[src/rtl/dmem_access_ctrl.sv]
// Data-memory access sequencer: maps word/byte loads and stores onto a word-only
// valid/yumi memory port, doing byte stores as read-modify-write.
module dmem_access_ctrl #(
  parameter int ADDR_W = 32,
  parameter int DATA_W = 32
) (
  input  logic              clk,
  input  logic              reset,
  input  logic              op_v_i,
  input  logic              is_load_i,
  input  logic              is_store_i,
  input  logic              is_byte_i,
  input  logic [ADDR_W-1:0] addr_i,
  input  logic [DATA_W-1:0] store_data_i,
  output logic              op_ready_o,
  output logic              stall_o,
  output logic              done_o,
  output logic [DATA_W-1:0] load_data_o,
  output logic              err_o,
  output logic              mem_v_o,
  output logic              mem_w_o,
  output logic [ADDR_W-3:0] mem_addr_o,
  output logic [DATA_W-1:0] mem_wdata_o,
  input  logic              mem_yumi_i,
  input  logic              mem_resp_v_i,
  input  logic [DATA_W-1:0] mem_rdata_i
);

  typedef enum logic [2:0] {IDLE, RD_REQ, RD_WAIT, WR_REQ, DONE} state_t;

  state_t            state, state_nxt;
  logic [ADDR_W-1:0] addr_q;
  logic [DATA_W-1:0] wdata_q, load_data_q, merged;
  logic              load_q, byte_q, err_q;
  logic [1:0]        lane;
  logic [7:0]        rbyte;
  logic              legal, accept, resp;

  assign legal  = is_load_i ^ is_store_i;
  assign accept = (state == IDLE) && op_v_i && legal;
  assign resp   = (state == RD_WAIT) && mem_resp_v_i;
  assign lane   = addr_q[1:0];
  assign rbyte  = mem_rdata_i[{lane, 3'b000} +: 8];

  // Byte-store merge: read word with the addressed lane replaced by the store byte.
  always_comb begin
    merged = mem_rdata_i;
    merged[{lane, 3'b000} +: 8] = wdata_q[7:0];
  end

  always_ff @(posedge clk or posedge reset) begin
    if (reset) state <= IDLE;
    else       state <= state_nxt;
  end

  always_comb begin
    state_nxt = state;
    case (state)
      IDLE:    if (accept) state_nxt = (is_store_i && !is_byte_i) ? WR_REQ : RD_REQ;
      RD_REQ:  if (mem_yumi_i) state_nxt = RD_WAIT;
      RD_WAIT: if (mem_resp_v_i) state_nxt = load_q ? DONE : WR_REQ;
      WR_REQ:  if (mem_yumi_i) state_nxt = DONE;
      DONE:    state_nxt = IDLE;
      default: state_nxt = IDLE;
    endcase
  end

  always_comb begin
    op_ready_o = (state == IDLE);
    done_o     = (state == DONE);
    mem_v_o    = (state == RD_REQ) || (state == WR_REQ);
    mem_w_o    = (state == WR_REQ);
    stall_o    = accept || (state == RD_REQ) || (state == RD_WAIT) || (state == WR_REQ);
  end

  always_ff @(posedge clk or posedge reset) begin
    if (reset) begin
      addr_q      <= '0;
      wdata_q     <= '0;
      load_data_q <= '0;
      load_q      <= 1'b0;
      byte_q      <= 1'b0;
      err_q       <= 1'b0;
    end else begin
      err_q <= (state == IDLE) && op_v_i && is_load_i && is_store_i;
      if (accept) begin
        addr_q  <= addr_i;
        wdata_q <= store_data_i;
        load_q  <= is_load_i;
        byte_q  <= is_byte_i;
      end
      if (resp) begin
        if (!load_q)     wdata_q     <= merged;
        else if (byte_q) load_data_q <= {{(DATA_W-8){1'b0}}, rbyte};
        else             load_data_q <= mem_rdata_i;
      end
    end
  end

  assign err_o       = err_q;
  assign load_data_o = load_data_q;
  assign mem_addr_o  = addr_q[ADDR_W-1:2];
  assign mem_wdata_o = wdata_q;

endmodule

[config.mk]
export PLATFORM = sky130hd
export DESIGN_NAME = dmem_access_ctrl
export DESIGN_NICKNAME = d
export VERILOG_FILES = /design/src/rtl/dmem_access_ctrl.sv
export SDC_FILE = /design/constraint.sdc
export NUM_CORES = 1
export LEC_CHECK = 0
export ABC_AREA = 1
export BUFFER_PORTS_ARGS = -buffer_cell sky130_fd_sc_hd__clkbuf_2
export CAP_MARGIN = 20
export CORE_MARGIN = 8
export CORE_UTILIZATION = 23
export CTS_CLUSTER_DIAMETER = 150
export DETAILED_ROUTE_END_ITERATION = 8
export GPL_TIMING_DRIVEN = 0
export SYNTH_ARGS = -nofsm -noshare
export SYNTH_HDL_FRONTEND = slang
export SYNTH_SLANG_ARGS = --single-unit
[constraint.sdc]
create_clock -name clk -period 7.1 [get_ports clk]
set_input_delay 0 -clock clk [delete_from_list [all_inputs] [get_ports clk]]
set_output_delay 0 -clock clk [all_outputs]
set_load 0.02 [all_outputs]
==> results of run 1 <==
logic make-up after synthesis:
kind of cell	count (synthesis)
AND/OR/NAND/NOR	363
buffers and inverters	136
AO/OA/AOI/OAI	118
flip-flops	102
adder cells (fa/ha/maj)	5
layer usage:
layer  vias to the layer above  wire length [um]  global-route usage, %
met2                       201             10000                   24.1
met5                         -                 0                      0
met4                         0              1010                   8.24
met1                      2677              9760                   19.2
met3                        56              1340                   3.41
li1                       2891                 -                      -
sequential cells by signal, indices dropped and copies added, names as in the netlist:
signal and cells:
load_q 1, byte_q 1, err_o 1, load_data_o 32
mem_wdata_o 32, state 3, addr_q 32
through the flow:
step | instance area [sq um] | setup slack, ns | cells | util [%] | hold WS, ns
3_5_place_dp | 6920 | 4.73 | 1247 | 29.6 | 0.0770
6_report | 8220 | 4.23 | 1361 | 35.1 | 0.0170
3_3_place_gp | 6890 | 2.88 | 1246 | 29.4 | 0.204
5_1_grt | 8220 | 3.95 | 1361 | 35.1 | 0.0504
4_1_cts | 8220 | 4.26 | 1361 | 35.1 | 0.00378
2_1_floorplan | 5470 | 4.42 | 724 | - | 0.117
worst min-delay path: stages:
cell and delay [ns]:
clkbuf_2 0.08, inv_1 0.03, nand2_1 0.05, nand3_1 0.09, o21ai_0 0.08
path summary, 6_finish.rpt:
check                                 start              end  slack [ns]  cells after the start
min reg2reg                      addr_q[29]       addr_q[29]        0.47                      2
max                               addr_q[0]   mem_wdata_o[1]        4.23                     12
min in group asynchronous             reset       addr_q[11]        0.26                      3
max in group asynchronous             reset  load_data_o[21]        6.13                      4
min                        store_data_i[14]  mem_wdata_o[14]        0.02                      5
max reg2reg                       addr_q[0]   mem_wdata_o[1]        4.23                     12
final cells by class:
cell class	count	area (sq um)	share of cell area (%)
Timing Repair Buffer	302	2020	24.6
Multi-Input combinational cell	486	2240	27.2
Sequential cell	102	2550	31.1
Clock inverter	3	67.6	0.822
Clock buffer	13	250	3.05
Tap cell	319	399	4.86
Inverter	72	273	3.32
Buffer	64	412	5.01
timing repair:
item | CTS | global route
endpoints found under the hold margin | 132 | 0
hold buffers | 98 | 0
buffers inserted | 0 | 0
cells in the final DEF, fill, tap and decap left out, drive strengths merged:
cell and instances:
a21oi 7, a22oi 12, buf 50, bufinv 2, clkbuf 231, clkinv 1, clkinvlp 1, dfrtp 102
dlygate4sd3 98, ha 5, inv 71, nand2 273, nand3 50, nand4 5, nor2 33, nor3 2
o2111ai 2, o211ai 1, o21ai 67, o21bai 23, o22ai 5, o31ai 1
power breakdown:
part,switching [mW],internal [mW]
registers,0.159,0.842
clock network,0.228,0.320
logic,1.17,0.655
==> out/results.txt, run 1 <==
Number of flops mapped to enable cells by yosys: 0
Die height: 170 um
# fillers: 2471
I/O Buffers: 203
Max Fclk: 348 MHz
Post-Syn Nets: 833
Nets@finish: 1146
Post-synthesis xor/xnor area fraction: 0%
Initial antenna violation count: 0
DR WL/cell: 16.3 um
Top_reg_cell synth: dfrtp_1
Final hold viol count: 0
Ys async rst share: 100%
Detailed-route via count: 5825
Initial drt markers: 480
Layout cells sized above 1: 27.0%
Multiplexer area fraction after synthesis: 0%
Synth Area in Adders: 1.14%
Pins Over Slew Limit: 0
Crit end category: register
Worst-path clk slew: 0.07 ns
Final setup fails: 0
Root Driver: clkbuf_16
Synth Area in Compound Gates: 12.9%
First-pass GRT wire length: 34100 um
Critical path's largest stage delay: 0.54 ns
Cell variety after synth: 27
Avg Vias per Cell: 4.28
Max H-tree Level: 3
Worst Path Buf+Inv: 7
Data required, critical path: 7.39 ns
Rel. slew slack: 66.4%
Synth top area share: 46.6%
Cell count after synthesis: 724
Final critical-path required period: 2.87 ns
Row cnt: 56
CTS tree: done
Post-detailed-route DRC marker count: 0
Setup TNS: 0 ns
Die ar.: 29000 sq um
Die W: 170 um
ANT cells: 0
Clock skew: 0.00503 ns
CP delay by family, top: buffers and inverters
VDD IR max: 0.164 mV
Initial Utilization: 23.4%
Post-route clock period utilization: 40.5%
IO Pins: 204
Status: finished clean
Largest net degree at the start of global routing: 66
Crit Path Class: reg -> reg
Hold Path Class: in -> reg
Cts bufs inserted: 9
Synth Cell Area: 5470 sq um
RSZ-0062 raised after global routing: false
Largest cells by area after synthesis: dfrtp_1 (47%), nand2_1 (19%), buf_4 (5.3%)
Detailed Place HPWL: 16900 um
First-pass iteration count of the detailed router: 5
CORE AREA: 23400 sq um
Seq/Total Area, Yosys: 46.6%
Mean Syn Cell Area: 7.56 sq um
GR Overflow Total: 0
Max cap viols: 0
Vias in the first global route: 6097
Routed Antenna Nets: 0
Post-cts sizing count: 0
Worst-skew pair later-pin latency: 0.35 ns
WL final: 22100 um
Number of synthesized register bits: 102
CP cell instances: buf_4 > inv_2 > buf_2 > buf_2 > ha_1 > inv_1 > nand3_1 > clkbuf_1 > o22ai_1 > nand2_1 > nand2_1 > dlygate4sd3_1
GPL Wtd Cong: 0.886
Design Power: 3.38 mW
Post-synth top cells: nand2_1 (273), dfrtp_1 (102), inv_1 (64), o21ai_0 (55), nand3_1 (47)
Post-Synth Simple-Gate Area: 26.8%
Synthesis-to-layout area growth: 50.1%
Total Routing Usage GR: 15.3%
Crit-path slowest cell: dlygate4sd3_1
Worst-case clock buffer depth: 2
Clk sink count: 102
Least-Margin Pin Slew: 0.505 ns
Largest family of logic cells by synthesized area: simple AND/OR/NAND/NOR gates
Top-count cell post-synth: nand2_1
Crit path launch type: register
Synth area leader: dfrtp_1
Leak pwr: 4.40 nW
Count of warnings emitted by yosys: 0
Arr. time, crit path: 3.16 ns
Pwr dens: 411 nW/um^2
Worst-path fanout max: 12
(Power assumes the default switching activity.)
==> inputs of run 2 (changes only) <==
Settings changed: ABC_AREA 1 to 0.
Clock period 7.1 ns to 2.4 ns, I/O delays scaled along.
==> run 2 against run 1 <==
Compared with the run above:
- synthesized cell count is 18% lower
- sequential cell count stayed put
- critical path depth is 3 lower
- register-to-register slack worse by 4.1 ns
- die area is 3.7% lower
- clock skew is 0.0089 ns higher
- combinational power grew to 2.9 times the previous value
- critical endpoint is now mem_wdata_o[3]
- largest cell class unchanged
==> out/results.txt, run 2 <==
Data required, critical path: 2.64 ns (-4.75 ns)
Worst-path fanout max: 10 (-2)
Switching pwr: 4.48 mW (+190%)
Pins Over Slew Limit: 0 (unchanged)
Routed Antenna Nets: 0 (unchanged)
Crit Path Class: reg -> reg
CTS tree: done
Clk sink count: 102 (unchanged)
Number of synthesized register bits: 102 (unchanged)
Reg area: 2550 sq um (about the same)
Final critical-path required period: 2.25 ns (-0.623 ns)
CORE AREA: 22500 sq um (-3.8%)
Multi-input logic area: 2230 sq um (-0.34%)
Detailed Place HPWL: 16200 um (-4.0%)
Ys async rst share: 100% (unchanged)
Max Fclk: 444 MHz (+28%)
Layout cells sized above 1: 32.4% (+5.5 points)
Synth top area share: 48.6% (+2.0 points)
Crit path launch type: register
Worst-case clock buffer depth: 2 (unchanged)
Post-route clock period utilization: 93.8% (+53 points)
Largest cells by area after synthesis: dfrtp_1 (49%), nand2_1 (14%), buf_4 (4.9%)
Synthesis-to-layout area growth: 52.4%
Worst r2r src: addr_q[0]
Worst-path clk slew: 0.08 ns (about the same)
Cell count after synthesis: 596 (-18%)
Worst R2R Setup Slack: 0.15 ns (-4.08 ns)
Top_reg_cell synth: dfrtp_1
WL final: 21100 um (-4.8%)
Seq/Total Area, Yosys: 48.6% (+2.0 points)
Initial drt markers: 429 (-11%)
GR Overflow Total: 0 (unchanged)
Internal Pwr Total: 5.41 mW (+200%)
Synth Cell Area: 5250 sq um (-4.1%)
Worst min-delay path endpoint: state[1]
Top-count cell post-synth: nand2_1
Most common library cell in the layout ignoring fill and taps: clkbuf_2
Status: finished clean
Power share of the clock group: 15.7% (-0.5 points)
Pwr dens: 1240 nW/um^2 (+200%)
Least-Margin Pin Slew: 0.826 ns (+0.321 ns)
Post-detailed-route DRC marker count: 0 (unchanged)
# fillers: 2292 (-7.2%)
Hold Path Class: in -> reg
Cell variety after synth: 44 (+63%)
GPL Wtd Cong: 0.819 (-7.6%)
Post-Syn Nets: 705 (-15%)
Largest net degree at the start of global routing: 40 (-39%)
Total Routing Usage GR: 15.0% (-0.32 points)
Root Driver: clkbuf_16
Worst-skew pair later-pin latency: 0.36 ns (about the same)
Row cnt: 55 (-1.8%)
DR WL/cell: 17.5 um (+7.6%)
Mean Syn Cell Area: 8.80 sq um (+16%)
RSZ-0062 raised after global routing: false
Switching share of power: 45.3% (-0.91 points)
# Post-CTS Setup Buffers: 0 (unchanged)
Setup TNS: 0 ns (unchanged)
Clock skew: 0.0139 ns (+0.00885 ns)
Final Non-Filler Cells: 1205 (-11%)
Most frequent cells in the layout: clkbuf_2 (204), nand2_1 (200), dlygate4sd3_1 (102), dfrtp_1 (101), o21ai_0 (38)
Count of warnings emitted by yosys: 0 (unchanged)
Max H-tree Level: 3 (unchanged)
Post-synth top cells: nand2_1 (200), dfrtp_1 (102), o21ai_0 (38), buf_4 (34), a31oi_1 (29)
Vias in the first global route: 5611 (-8.0%)
Initial Utilization: 23.3% (-0.066 points)
First-pass iteration count of the detailed router: 5 (unchanged)
Max cap viols: 0 (unchanged)
Placed insts: 1086 (-13%)
Die ar.: 27900 sq um (-3.7%)
Comb pwr share: 53.0% (-1.1 points)
Rel. slew slack: 44.8% (-22 points)
Initial antenna violation count: 2 (+2)
Leak pwr: 3.97 nW (-9.7%)
First-pass GRT wire length: 32500 um (-4.9%)
Final setup fails: 0 (unchanged)
IO Pins: 204 (unchanged)
Nets@finish: 1023 (-11%)
Synth area leader: dfrtp_1
Arr. time, crit path: 2.50 ns (-0.66 ns)
Number of flops mapped to enable cells by yosys: 0 (unchanged)
Avg Vias per Cell: 4.44 (+3.8%)
Die height: 167 um (-1.9%)
Final hold viol count: 0 (unchanged)
Die W: 167 um (-1.9%)
I/O Buffers: 203 (unchanged)
Crit end category: register
Detailed-route via count: 5355 (-8.1%)
Cts bufs inserted: 9 (unchanged)
Hold_sp: mem_resp_v_i
Sequential fraction of design power: 31.3% (+1.7 points)
Final worst hold slack: 0.0704 ns (+0.0535 ns)
Hold path depth: 3 (-2)
Reg-to-reg endpoint: mem_wdata_o[3]
VDD IR max: 0.403 mV (+150%)
Reg2Reg Depth: 9 (-3)
[run 2: cell count changes in the layout (fill, tap and decap cells not counted), sizes merged, moves of 25 or more]
| cell | delta |
|---|---|
| a31oi | +29 |
| nand2 | -73 |
| nand3 | -42 |
| nor2b | +25 |
| inv | -63 |
| o21ai | -28 |
[run 2: cells by family (layout without fill, tap and decap cells)]
| family | count (synthesis) | after routing | share of synthesized area, % |
|---|---|---|---|
| compound gates | 116 | 116 | 15.1 |
| flops | 102 | 102 | 48.6 |
| other cells | 0 | 1 | 0 |
| mux | 2 | 2 | 0.382 |
| fa+ha+maj | 5 | 5 | 1.19 |
| simple gates | 294 | 294 | 25.7 |
| buf+inv | 76 | 399 | 8.85 |
| xor+xnor | 1 | 1 | 0.167 |
[run 2: area by class of cell]
class	instances	area share, %
timing repair buffer	307	26.0
buffer	69	5.49
multi-input combinational	418	27.9
antenna	1	0.0313
sequential	102	31.9
clock inverter	5	0.798
clock buffer	11	3.04
inverter	7	0.376
tap	285	4.46
[run 2: worst max-delay path, cell delays in order, from the launching register on]
cell and delay (ns):
dfrtp_2 0.43, buf_2 0.18, inv_1 0.18, ha_1 0.29
or3b_1 0.39, and4_4 0.21, buf_6 0.13, buf_12 0.14
nor3_2 0.12, a211oi_2 0.06
[run 2: through the flow]
step | utilization, % | setup slack, ns | instance area, sq um | power, mW
after floorplan | - | 0.350 | 5250 | 6.45
after global placement | 29.4 | 0.0961 | 6620 | 8.15
after detailed placement | 29.6 | 0.102 | 6660 | 8.26
after CTS | 35.5 | 0.0855 | 7990 | 9.98
after global routing | 35.5 | 0.00976 | 8000 | 10.6
final | 35.5 | 0.150 | 8000 | 9.89
[run 2: timing repair]
item,in CTS,in global routing
resized for setup,0,3
endpoints found under the setup margin,0,9
hold buffers,102,0
hold endpoints to repair,124,0
[run 2: how the worst max path moves through the flow]
stage,start,endpoint,slack (ns),depth (start not counted)
2_1_floorplan,addr_q[1],mem_wdata_o[2],0.35,9
3_3_place_gp,addr_q[1],mem_wdata_o[2],0.1,9
3_5_place_dp,addr_q[1],mem_wdata_o[2],0.10,9
4_1_cts,addr_q[1],mem_wdata_o[2],0.09,9
5_1_grt,addr_q[0],mem_wdata_o[3],0.01,9
6_report,addr_q[0],mem_wdata_o[3],0.15,9
[run 2: metal layers]
layer	global-route usage [%]	wire, um	vias to the layer above
li1	-	-	2624
met1	18.2	9060	2524
met2	24.9	10200	168
met3	3.88	1240	37
met4	5.88	552	2
met5	0	8	-
[run 2: power groups by stage]
stage,Combinational [mW],Clock [mW],Sequential [mW]
after global placement,5.04,0,3.11
after floorplan,2.77,0,3.68
after CTS,5.28,1.61,3.09
final,5.24,1.55,3.09
after detailed placement,5.13,0,3.13
after global routing,5.73,1.67,3.22
==> inputs of run 3 (changes only) <==
Settings changed: CORE_ASPECT_RATIO set to 0.9.
==> run 3 against run 2 <==
Compared with the run above:
- sequential power barely moved
- setup slack lost 0.057 ns
- fmax shrank 2.5%
- first-iteration DRC count rose by 5.1%
- cell area rose by 0.27%
- non-clock buffer count unchanged
- total power up 0.37%
- sequential cell count is the same
- sequential share of layout area is 0.10 points lower
- hold slack lost 0.0013 ns
- combinational power barely moved
- largest power group unchanged
==> out/results.txt, run 3 (synthesis results as in run 2) <==
Final setup fails: 0 (unchanged)
Row cnt: 52 (-5.5%)
Cts bufs inserted: 9 (unchanged)
Least-Margin Pin Slew: 0.706 ns (-0.121 ns)
Pwr dens: 1240 nW/um^2 (+0.11%)
Hold Path Class: in -> reg
Crit path launch type: register
Setup TNS: 0 ns (unchanged)
First-pass GRT wire length: 32100 um (-1.1%)
Die height: 159 um (-4.6%)
CTS tree: done
Switching pwr: 4.45 mW (-0.64%)
Internal Pwr Total: 5.47 mW (+1.2%)
Design Power: 9.92 mW (+0.37%)
Detailed-route via count: 5419 (+1.2%)
Comb pwr share: 52.7% (-0.3 points)
CP delay by family, top: simple AND/OR/NAND/NOR gates
Clock skew: 0.00786 ns (-0.00602 ns)
Final hold viol count: 0 (unchanged)
Total Routing Usage GR: 14.8% (-0.19 points)
Sequential fraction of design power: 31.2% (about the same)
# Post-CTS Setup Buffers: 0 (unchanged)
Design area: 8020 sq um (+0.27%)
Initial antenna violation count: 0 (-2)
Worst setup margin: 0.0927 ns (-0.0571 ns)
Most common library cell in the layout ignoring fill and taps: clkbuf_2
Max cap viols: 0 (unchanged)
Die W: 175 um (+4.9%)
Leak pwr: 3.97 nW (about the same)
Most frequent cells in the layout: clkbuf_2 (204), nand2_1 (200), dfrtp_1 (102), dlygate4sd3_1 (102), o21ai_0 (38)
Synthesis-to-layout area growth: 52.8%
CP cell instances: buf_2 > inv_1 > ha_1 > or3b_1 > and4_4 > buf_6 > buf_12 > nor3_2 > a211oi_2
DR WL/cell: 17.1 um (-2.1%)
Post-detailed-route DRC marker count: 0 (unchanged)
Arr. time, crit path: 2.55 ns (+0.05 ns)
Worst-path fanout max: 10 (unchanged)
Nets@finish: 1023 (unchanged)
ANT cells: 0 (-1)
Pins Over Slew Limit: 0 (unchanged)
Avg Vias per Cell: 4.46 (+0.28%)
I/O Buffers: 203 (unchanged)
Status: finished clean
Post-DP Area: 6680 sq um (+0.23%)
Root Driver: clkbuf_16
Worst Path Buf+Inv: 4 (unchanged)
GPL Wtd Cong: 0.841 (+2.7%)
Clk sink count: 102 (unchanged)
CORE AREA: 22400 sq um (-0.25%)
WL final: 20800 um (-1.2%)
Largest net degree at the start of global routing: 40 (unchanged)
Crit end category: register
GR Overflow Total: 0 (unchanged)
Worst slack, placed: 0.108 ns (+0.00579 ns)
Post-route clock period utilization: 96.1% (+2.4 points)
Final critical-path required period: 2.31 ns (+0.0571 ns)
Layout cells sized above 1: 32.2% (-0.22 points)
First-pass iteration count of the detailed router: 5 (unchanged)
IO Pins: 204 (unchanged)
Worst-path clk slew: 0.07 ns (about the same)
Critical path's largest stage delay: 0.42 ns (about the same)
Initial Utilization: 23.4% (+0.058 points)
Vias in the first global route: 5629 (+0.32%)
Switching share of power: 44.9% (-0.46 points)
Die ar.: 27900 sq um (about the same)
Rel. slew slack: 52.6% (+7.8 points)
Detailed Place HPWL: 16200 um (-0.22%)
Power share of the clock group: 16.1% (+0.4 points)
Max H-tree Level: 3 (unchanged)
Crit Path Class: reg -> reg
Initial drt markers: 451 (+5.1%)
Max Fclk: 433 MHz (-2.5%)
Crit-path slowest cell: dfrtp_1
Data required, critical path: 2.64 ns (about the same)
RSZ-0062 raised after global routing: false
VDD IR max: 0.401 mV (-0.59%)
Routed Antenna Nets: 0 (unchanged)
Worst-case clock buffer depth: 2 (unchanged)
Worst-skew pair later-pin latency: 0.35 ns (about the same)
-- run 3: changes by cell type in the layout (fill, tap and decap cells not counted), sizes merged --
cell      change
bufinv        +1
clkinvlp      +1
diode         -1
inv           -3
clkinv        +1
-- run 3: per-stage QoR --
stage          utilization, %  std cells  hold slack (ns)
2_1_floorplan               -        596            0.105
3_3_place_gp             29.6       1096            0.191
3_5_place_dp             29.8       1098            0.109
4_1_cts                  35.7       1216           0.0552
5_1_grt                  35.7       1216            0.105
6_report                 35.7       1216           0.0691
-- run 3: final timing paths --
| check | startpoint | to | slack (ns) | cells after the start |
|---|---|---|---|---|
| setup / recovery | addr_q[0] | mem_wdata_o[2] | 0.09 | 9 |
| hold / removal | mem_resp_v_i | state[1] | 0.07 | 3 |
| min in group asynchronous | reset | addr_q[5] | 0.27 | 3 |
| setup reg to reg | addr_q[0] | mem_wdata_o[2] | 0.09 | 9 |
| hold reg to reg | addr_q[12] | addr_q[12] | 0.48 | 2 |
| max in group asynchronous | reset | load_data_o[15] | 1.23 | 5 |
-- run 3: power groups by stage --
stage | clock [mW] | combinational, mW | sequential [mW]
final | 1.60 | 5.22 | 3.10
after global routing | 1.72 | 5.70 | 3.22
after CTS | 1.65 | 5.27 | 3.10
after detailed placement | 0 | 5.12 | 3.13
after global placement | 0 | 5.04 | 3.11
after floorplan | 0 | 2.77 | 3.68
-- run 3: metal layers --
layer | GRT usage [%] | wire, um | up-vias
li1 | - | - | 2612
met1 | 18.7 | 9260 | 2600
met2 | 23.8 | 9830 | 175
met3 | 3.39 | 1190 | 32
met4 | 6.05 | 551 | 0
met5 | 0 | 0 | -
-- run 3: repair_timing --
item / 4_1_cts / 5_1_grt
gates resized for setup: 0 / 2
setup endpoints to repair: 0 / 2
hold buffers: 102 / 0
hold endpoints to repair: 120 / 0
-- run 3: tightest hold or removal path, stage by stage --
cell and delay, ns:
clkbuf_2 0.13, o31a_1 0.16, a221oi_1 0.08
-- run 3: final cells by class --
cell class / instances / area (sq um)
Inverter: 7 / 30.0
Timing Repair Buffer: 307 / 2080
Tap cell: 297 / 372
Sequential cell: 102 / 2550
Fill cell: 2328 / 14400
Clock inverter: 5 / 83.8
Buffer: 69 / 439
Clock buffer: 11 / 233
Multi-Input combinational cell: 418 / 2230
